File: config.mk
export PLATFORM = sky130hd
export DESIGN_NAME = out_tim_lcar_gen
export DESIGN_NICKNAME = d
export VERILOG_FILES = /design/src/rtl/out_tim_lcar_gen.sv
export SDC_FILE = /design/constraint.sdc
export NUM_CORES = 1
export LEC_CHECK = 0
export BUFFER_PORTS_ARGS = -buffer_cell sky130_fd_sc_hd__buf_4
export CAP_MARGIN = 30
export CORE_MARGIN = 2
export CORE_UTILIZATION = 56
export DETAILED_ROUTE_END_ITERATION = 10
export GPL_ROUTABILITY_DRIVEN = 0
export PLACE_DENSITY = 0.79
export SLEW_MARGIN = 30
export SYNTH_ARGS = -nofsm -noshare
export SYNTH_HDL_FRONTEND = slang
export SYNTH_SLANG_ARGS = --single-unit
File: constraint.sdc
create_clock -name clk -period 5.25 [get_ports clk]
set_input_delay 0.2625 -clock clk [delete_from_list [all_inputs] [get_ports clk]]
set_output_delay 0.2625 -clock clk [all_outputs]
set_load 0.1 [all_outputs]
File: src/rtl/out_tim_lcar_gen.sv
// Output timing generator: frame start pulse, first-period flag, per-period blanking and period status.
// Optional self-generated (free-run) frame timing is enabled by defining OUT_TIM_FREERUN_EN.
module out_tim_lcar_gen #(
    parameter int PN_W = 11,
    parameter int PL_W = 12,
    parameter int BL_W = 7,
    parameter int WD_W = 20
) (
    input  logic            clk,
    input  logic            rst_n,
    input  logic            frame_alt,
    input  logic [PN_W-1:0] period_num_m1,
    input  logic [PL_W-1:0] period_len,
    input  logic [PN_W-1:0] long_num,
    input  logic [BL_W-1:0] blank_len,
    input  logic [WD_W-1:0] wd_limit,
    output logic            ov_stp,
    output logic            ovt,
    output logic            blanka,
    output logic            period_stb,
    output logic [PN_W-1:0] period_idx,
    output logic            frame_done,
    output logic            ovr_err,
    output logic            freerun
);

    typedef enum logic {IDLE, RUN} state_t;

    state_t          state_q, state_d;
    logic            fa_1d, fa_2d;
    logic            ext_edge;
    logic            ov_ext;
    logic [PN_W-1:0] pn_m1_s, long_s;
    logic [PL_W-1:0] plen_s;
    logic [BL_W-1:0] blank_s;
    logic [PL_W-1:0] cnt_q;
    logic [PN_W-1:0] idx_q;
    logic [BL_W-1:0] bcnt_q;
    logic            stb_q, ovt_q, ovr_q;

    logic [PL_W-1:0] plen_in, cur_plen, len_m1;
    logic [PN_W-1:0] cur_long, next_idx;
    logic [BL_W-1:0] cur_blank;
    logic            start, period_end, last, load, long_hit;

    assign ext_edge = fa_1d ^ fa_2d;
    assign start    = ov_stp;

    // Frame detect front end; ov_stp may also come from the watchdog.
`ifdef OUT_TIM_FREERUN_EN
    logic [WD_W-1:0] wd_cnt;
    logic            wd_fire;
    logic            freerun_q;

    assign wd_fire = (wd_limit != '0) && (wd_cnt >= wd_limit - WD_W'(1));

    // NOTE: sequential state uses non-blocking assignments so every register samples pre-edge values.
    always_ff @(posedge clk or negedge rst_n) begin
        if (!rst_n) begin
            fa_1d     <= 1'b0;
            fa_2d     <= 1'b0;
            ov_stp    <= 1'b0;
            ov_ext    <= 1'b0;
            wd_cnt    <= '0;
            freerun_q <= 1'b0;
        end else begin
            fa_1d  <= frame_alt;
            fa_2d  <= fa_1d;
            ov_stp <= ext_edge | wd_fire;
            // The first external edge after free-running is a resync, not an overrun.
            ov_ext <= ext_edge & ~freerun_q;
            if (ext_edge || wd_fire) begin
                wd_cnt <= '0;
            end else if (wd_cnt != '1) begin
                wd_cnt <= wd_cnt + WD_W'(1);
            end
            if (ext_edge) begin
                freerun_q <= 1'b0;
            end else if (wd_fire) begin
                freerun_q <= 1'b1;
            end
        end
    end

    assign freerun = freerun_q;
`else
    logic unused_wd;
    assign unused_wd = ^wd_limit;

    // NOTE: sequential state uses non-blocking assignments so every register samples pre-edge values.
    always_ff @(posedge clk or negedge rst_n) begin
        if (!rst_n) begin
            fa_1d  <= 1'b0;
            fa_2d  <= 1'b0;
            ov_stp <= 1'b0;
            ov_ext <= 1'b0;
        end else begin
            fa_1d  <= frame_alt;
            fa_2d  <= fa_1d;
            ov_stp <= ext_edge;
            ov_ext <= ext_edge;
        end
    end

    assign freerun = 1'b0;
`endif

    // Frame parameters come straight from the inputs on the start clock, from the shadows otherwise.
    always_comb begin
        plen_in    = (period_len < PL_W'(2)) ? PL_W'(2) : period_len;
        cur_plen   = start ? plen_in : plen_s;
        cur_long   = start ? long_num : long_s;
        cur_blank  = start ? blank_len : blank_s;
        period_end = (state_q == RUN) && (cnt_q == '0);
        last       = (idx_q == pn_m1_s);
        load       = start || (period_end && !last);
        next_idx   = start ? '0 : idx_q + PN_W'(1);
        long_hit   = (next_idx < cur_long);
        len_m1     = cur_plen - PL_W'(1) + {{(PL_W-1){1'b0}}, long_hit};
    end

    always_ff @(posedge clk or negedge rst_n) begin
        if (!rst_n) begin
            state_q <= IDLE;
        end else begin
            state_q <= state_d;
        end
    end

    // NOTE: next-state defaults to the current state first so no latch is inferred.
    always_comb begin
        state_d = state_q;
        if (start) begin
            state_d = RUN;
        end else if (period_end && last) begin
            state_d = IDLE;
        end
    end

    always_comb begin
        frame_done = (state_q == IDLE);
        ovt        = ov_stp | ovt_q;
        blanka     = (bcnt_q != '0);
    end

    assign period_stb = stb_q;
    assign period_idx = idx_q;
    assign ovr_err    = ovr_q;

    always_ff @(posedge clk or negedge rst_n) begin
        if (!rst_n) begin
            pn_m1_s <= '0;
            plen_s  <= PL_W'(2);
            long_s  <= '0;
            blank_s <= '0;
            cnt_q   <= '0;
            idx_q   <= '0;
            stb_q   <= 1'b0;
            ovt_q   <= 1'b0;
            bcnt_q  <= '0;
            ovr_q   <= 1'b0;
        end else begin
            if (start) begin
                pn_m1_s <= period_num_m1;
                plen_s  <= plen_in;
                long_s  <= long_num;
                blank_s <= blank_len;
            end

            if (load) begin
                cnt_q <= len_m1;
                idx_q <= next_idx;
            end else if (state_q == RUN && cnt_q != '0) begin
                cnt_q <= cnt_q - PL_W'(1);
            end

            stb_q <= load;

            if (start) begin
                ovt_q <= 1'b1;
            end else if (period_end && (idx_q == PN_W'(1) || last)) begin
                ovt_q <= 1'b0;
            end

            // Blank restarts on every period start and drains out after the frame ends.
            if (load) begin
                bcnt_q <= cur_blank;
            end else if (bcnt_q != '0) begin
                bcnt_q <= bcnt_q - BL_W'(1);
            end

            if (start && ov_ext && state_q == RUN) begin
                ovr_q <= 1'b1;
            end
        end
    end

endmodule

### After elaboration in Yosys (flattened, before gate mapping)

Index checks and enable logic that the tools add are counted.

* register bits after elaboration: 78
* bits in latches: 0
* RAM bits: 0
* ROM bits: 0
* output and inout bits: 18
* memories: 0

* add/subtract/negate cells: 5
* $mul: 0
* divide/modulo/power cells: 0
* order comparisons: 2
* equal/unequal tests: 2
* shift-type cells: 0
* mux-type cells: 13
* bitwise logic cells: 3
* reductions and logical operators: 16

Operators by type and width (number)
* 12-bit two-way mux: 4
* 12-bit by 1-bit subtractor with 12-bit output (second input constant): 2
* 11-bit two-way mux: 2
* 7-bit two-way mux: 3
* 12-bit by 1-bit adder with 12-bit output: 1
* 12-bit zero test: 1
* 12-bit by 2-bit < comparator with 1-bit output (second input constant): 1
* 12-bit nonzero test: 1
* 11-bit by 1-bit adder with 11-bit output (second input constant): 1
* 11-bit by 1-bit == test with 1-bit output (second input constant): 1
* 11-bit == test: 1
* 11-bit < comparator: 1
* 2-bit nonzero test: 4
* 7-bit nonzero test: 1
* 7-bit by 1-bit subtractor with 7-bit output (second input constant): 1
* 1-bit logical AND: 6
* 1-bit two-way mux: 4
* 1-bit logical OR: 2
* 1-bit zero test: 1
* 1-bit NOT: 1
* 1-bit OR: 1
* 1-bit XOR: 1

### Depth between registers and ports, before layout

* depth in word-level cells: 6
* gate-level depth with buffers: 20
* depth with buffers taken out: 17

### Worst setup path after synthesis

Ideal clock, no wire load.

* path type: register to register
* start point: register, netlist name ov_ext
* end point: register cnt_q[8]
* setup time: 87 ps
* data arrival time: 4425 ps
* data required time: 5163 ps
* path slack: 738 ps
* cell stages (with the launch flop): 21
* path buffers: 5
* cell sequence: dfrtp_1 buf_4 buf_2 buf_2 buf_2 buf_1 nor2_1 ha_1 a21o_1 a41o_1 a21oi_1 o21ai_0 o211ai_1 a21oi_1 ha_1 ha_1 o21ai_1 nor4_1 xnor2_1 mux2_4 a22oi_1

RTL lines
* end signal: assignment: RTL line 171 `cnt_q <= len_m1;`
* end signal: assignment: RTL line 174 `cnt_q <= cnt_q - PL_W'(1);`
* end: declaration: RTL line 36 `logic [PL_W-1:0] cnt_q;`

### Worst setup path in the final report

* start point: register idx_q[2], in the netlist period_idx[2]
* end point: register cnt_q[8]

* longest elaborated chain between the ends: 5
* elaborated cells between the ends (all ways): 10

Ends and longest elaborated chain
* start: declaration: RTL line 37 `logic [PN_W-1:0] idx_q;`
* start signal: assignment: RTL line 172 `idx_q <= next_idx;`
* 11-bit by 1-bit adder with 11-bit output: RTL line 117 `next_idx = start ? '0 : idx_q + PN_W'(1);`
* 11-bit two-way mux: RTL line 117
* via next_idx[9]: RTL line 42 `logic [PN_W-1:0] cur_long, next_idx;`
* 11-bit < comparator: RTL line 118 `long_hit = (next_idx < cur_long);`
* 12-bit by 1-bit adder with 12-bit output: RTL line 119 `len_m1 = cur_plen - PL_W'(1) + {{(PL_W-1){1'b0}}, long_hit};`
* 12-bit two-way mux: RTL line 170 `if (load) begin`

The timed path passes the listed nets, and every way through them passes these cells.
A chain may end at the register's enable or synchronous reset.

==> results.md <==
- Worst reg2reg setup slack: 1.32 ns
- CP startpoint: period_idx[2]
- Synth Area in Simple Gates: 15.1%
- P_leak: 2.28 nW
- Final nets: 557
- Hold Crit Start: period_num_m1[7]
- Die extent in x: 93.3 um
- Post_cts resized: 0
- Worst Setup End Kind: flip-flop
- Initial Utilization: 57.7%
- Max-cap violations: 0
- Post-Route WL: 9070 um
- Yosys warning count: 0
- Comb pwr share: 21.6%
- Largest area contributor in the netlist: dfrtp_1
- Hold Crit Endpoint: pn_m1_s[7]
- Largest family of logic cells by synthesized area: simple AND/OR/NAND/NOR gates
- Num CTS Buffers: 9
- Initial drt markers: 152
- Ys flop type: dfrtp_1
- Setup violators final: 0
- Initial antenna violation count: 0
- Clock transition at the registers of the reported paths: 0.08 ns
- CTS max path bufs: 2
- Global-route wire length before repair: between 15000 and 20000 um
- DRC viols: 0
- Io pins: 82
- Worst hold stages: 2
- Total power: 1.75 mW
- Drt pass-1 iters: 5
- CP arrival: between 4 and 5 ns
- R2R Path End: cnt_q[8]
- Setup TNS: 0 ns
- Antenna cells: 0
- Synth Area in Adders: around 4.8%
- Via density: ~5.6
- Synth Area per Inst: 10.5 um2
- CTS root buf: clkbuf_8
- Met3 usage: 4.51%
- # port buffers: 60
- Top-area cell type share of the netlist area: 43.2%
- Max-slew violations: 0
- Syn Nets: 507
- Sw Pwr: 0.500 mW
- Worst-Skew Late Latency: 0.36 ns
- Gr usage total: 22.6%
- Period utilisation layout: 74.9%
- Synthesized area: between 4000 and 5000 um2
- Crit path time final: 3.93 ns
- Normalized max-slew margin: 52.7%
- Via count: between 3k and 4k
- Mux share of post-synthesis cell area: 10.8%
- Met1 Track Usage GR: 27.8%
- Worst Tran Pin Value: 0.710 ns
- Layout cell share with drive strength beyond 1: 25.8%
- FP Rows: 32
- EDFF count, synth: 0
- Register area share after synthesis: 43.8%
- Die area: 8700 um2
- Synth Area in Compound Gates: 9.90%
- Clock sinks: 78
- Grt peak-use layer: met2
- RR Startpoint: period_idx[2]
- CTS tree: done
- RSZ-0062 raised after global routing: false
- Hold crit path type: in2reg
- Core Region: 7730 um2
- Number of synthesized register bits: a little under 80
- Vias in the first global route: 3383
- Power Density: 339 nW/um2
- Largest cells by area after synthesis: dfrtp_1, xnor2_1, mux2_2, ha_1, mux2i_1
- Hold_buf cts: 0
- Post-DP HPWL: 6380 um
- Most common cell in the netlist: dfrtp_1
- Sequential power share: about 45%
- Status: completed
- Final Core Density: 66.8%
- XOR/XNOR share of the synthesized area: 8.64%
- Commonest cells post-synth: dfrtp_1, xnor2_1, nor2_1
- Worst Skew: around 0.0099 ns
- H-tree levels: 3
- Maximum fanout along the worst path: 9
- Clk pwr share: 34.0%
- Crit start category: flip-flop
- Chip height: 93.3 um
- Global route overflow: 0
- Grt met2 use: 38.6%
- Largest net degree at the start of global routing: 79
- Fmax: 254 MHz
- Unique masters post-synth: 61
- Antenna Nets Post-Route: 0
- P&R area growth vs syn: 15.7%
- CP required: between 5 and 6 ns
- Final Hold Viols: 0
- Routed len/inst: 15.6 um
- Setup Buffers After CTS: 0
- Sw frac: 28.6%
- FFs w/ async S/R, synth: 100%
- Fill cell count: 600
- Worst IR Drop VDD: 0.184 mV
- Pint: between 1 and 1.5 mW
- CP Class: reg2reg
- R2R depth: 16
- Post-synthesis cell count: 426
[state kept, by name (all words and copies together), names as in the netlist, 7 cells and up]
register,cells
cnt_q,12
period_idx,11
plen_s,12
blank_s,7
pn_m1_s,11
bcnt_q,7
long_s,11
[worst max path at each step]
| stage | endpoint | slack [ns] |
|---|---|---|
| after floorplan | cnt_q[8] | 0.74 |
| final | cnt_q[8] | 1.32 |
| after global routing | cnt_q[8] | 0.96 |
| after detailed placement | cnt_q[8] | 1.37 |
| after CTS | cnt_q[8] | 1.33 |
| after global placement | cnt_q[8] | 1.46 |
[final cells by class]
type	count	area [um2]	share of cell area, %
well taps	102	128	2.47
flip-flops and latches	78	1950	37.9
multi-input cells	295	2200	42.7
clock buffers	9	124	2.40
repair buffers	64	489	9.48
inverters	28	118	2.28
clock inverters	7	146	2.84
[through the flow]
step	instances	worst slack (ns)	area (um2)	hold WS (ns)
after CTS	581	1.33	5140	0.00224
after global routing	583	0.957	5160	0.121
after global placement	565	1.46	4870	0.374
after detailed placement	565	1.37	4870	0.376
final	583	1.32	5160	0.132
after floorplan	426	0.738	4460	-0.0331
[kinds of logic (layout without fill, tap and decap cells)]
family | after synthesis | in the layout
compound gates | 66 | 66
xor+xnor | 44 | 44
fa+ha+maj | 17 | 17
buf+inv | 53 | 108
flops | 78 | 78
mux | 43 | 43
other cells | 1 | 1
simple gates | 124 | 124
[routing by layer]
metal,share of wire [%],up-vias
li1,-,1597
met1,42,1593
met2,51,78
met3,4.6,20
met4,2.4,0
met5,0,-
[power by group through the flow]
| stage | logic, mW | clock network [mW] | registers [mW] |
|---|---|---|---|
| floorplan | 0.296 | 0 | 0.772 |
| global placement | 0.363 | 0 | 0.784 |
| detailed placement | 0.378 | 0 | 0.787 |
| CTS | 0.379 | 0.605 | 0.777 |
| global route | 0.422 | 0.634 | 0.790 |
| finish | 0.377 | 0.594 | 0.777 |
[cell usage in the layout, fill, tap and decap left out, types with 3 or more instances in the layout]
| cell type | netlist | routed |
|---|---|---|
| dfrtp_1 | 77 | 76 |
| buf_4 | 3 | 61 |
| xnor2_1 | 35 | 35 |
| nor2_1 | 32 | 32 |
| inv_1 | 26 | 26 |
| mux2_2 | 26 | 26 |
| nand2_1 | 24 | 24 |
| nor3_1 | 20 | 20 |
| ha_1 | 17 | 17 |
| a21oi_1 | 13 | 13 |
| mux2i_1 | 13 | 13 |
| nand3_1 | 12 | 12 |
| o21ai_0 | 11 | 11 |
| xor2_1 | 9 | 9 |
| clkbuf_8 | 0 | 9 |
| o22ai_1 | 8 | 8 |
| nor4_1 | 6 | 6 |
| or2_2 | 4 | 4 |
| a21o_1 | 4 | 4 |
| o211ai_1 | 4 | 4 |
| nor4b_1 | 4 | 4 |
| mux2_4 | 4 | 4 |
| a22oi_1 | 4 | 4 |
| o31ai_1 | 4 | 4 |
| bufinv_16 | 0 | 4 |
| a31oi_1 | 3 | 3 |
| nand3b_1 | 3 | 3 |
| nand4_1 | 3 | 3 |
| clkinv_4 | 0 | 3 |
[critical path, stage by stage (launching register included)]
cell and delay (ns):
dfrtp_1 0.55, nand3_1 0.23, nor2_1 0.24, nand3_1 0.21, or3_1 0.41, a21oi_1 0.17
ha_1 0.25, or2_2 0.27, a21oi_1 0.14, a21oi_1 0.07, ha_1 0.23, ha_1 0.22
o21ai_1 0.21, nor4_1 0.11, xnor2_1 0.15, mux2_4 0.26, a22oi_1 0.13
Power figures use the tool's default switching activity.
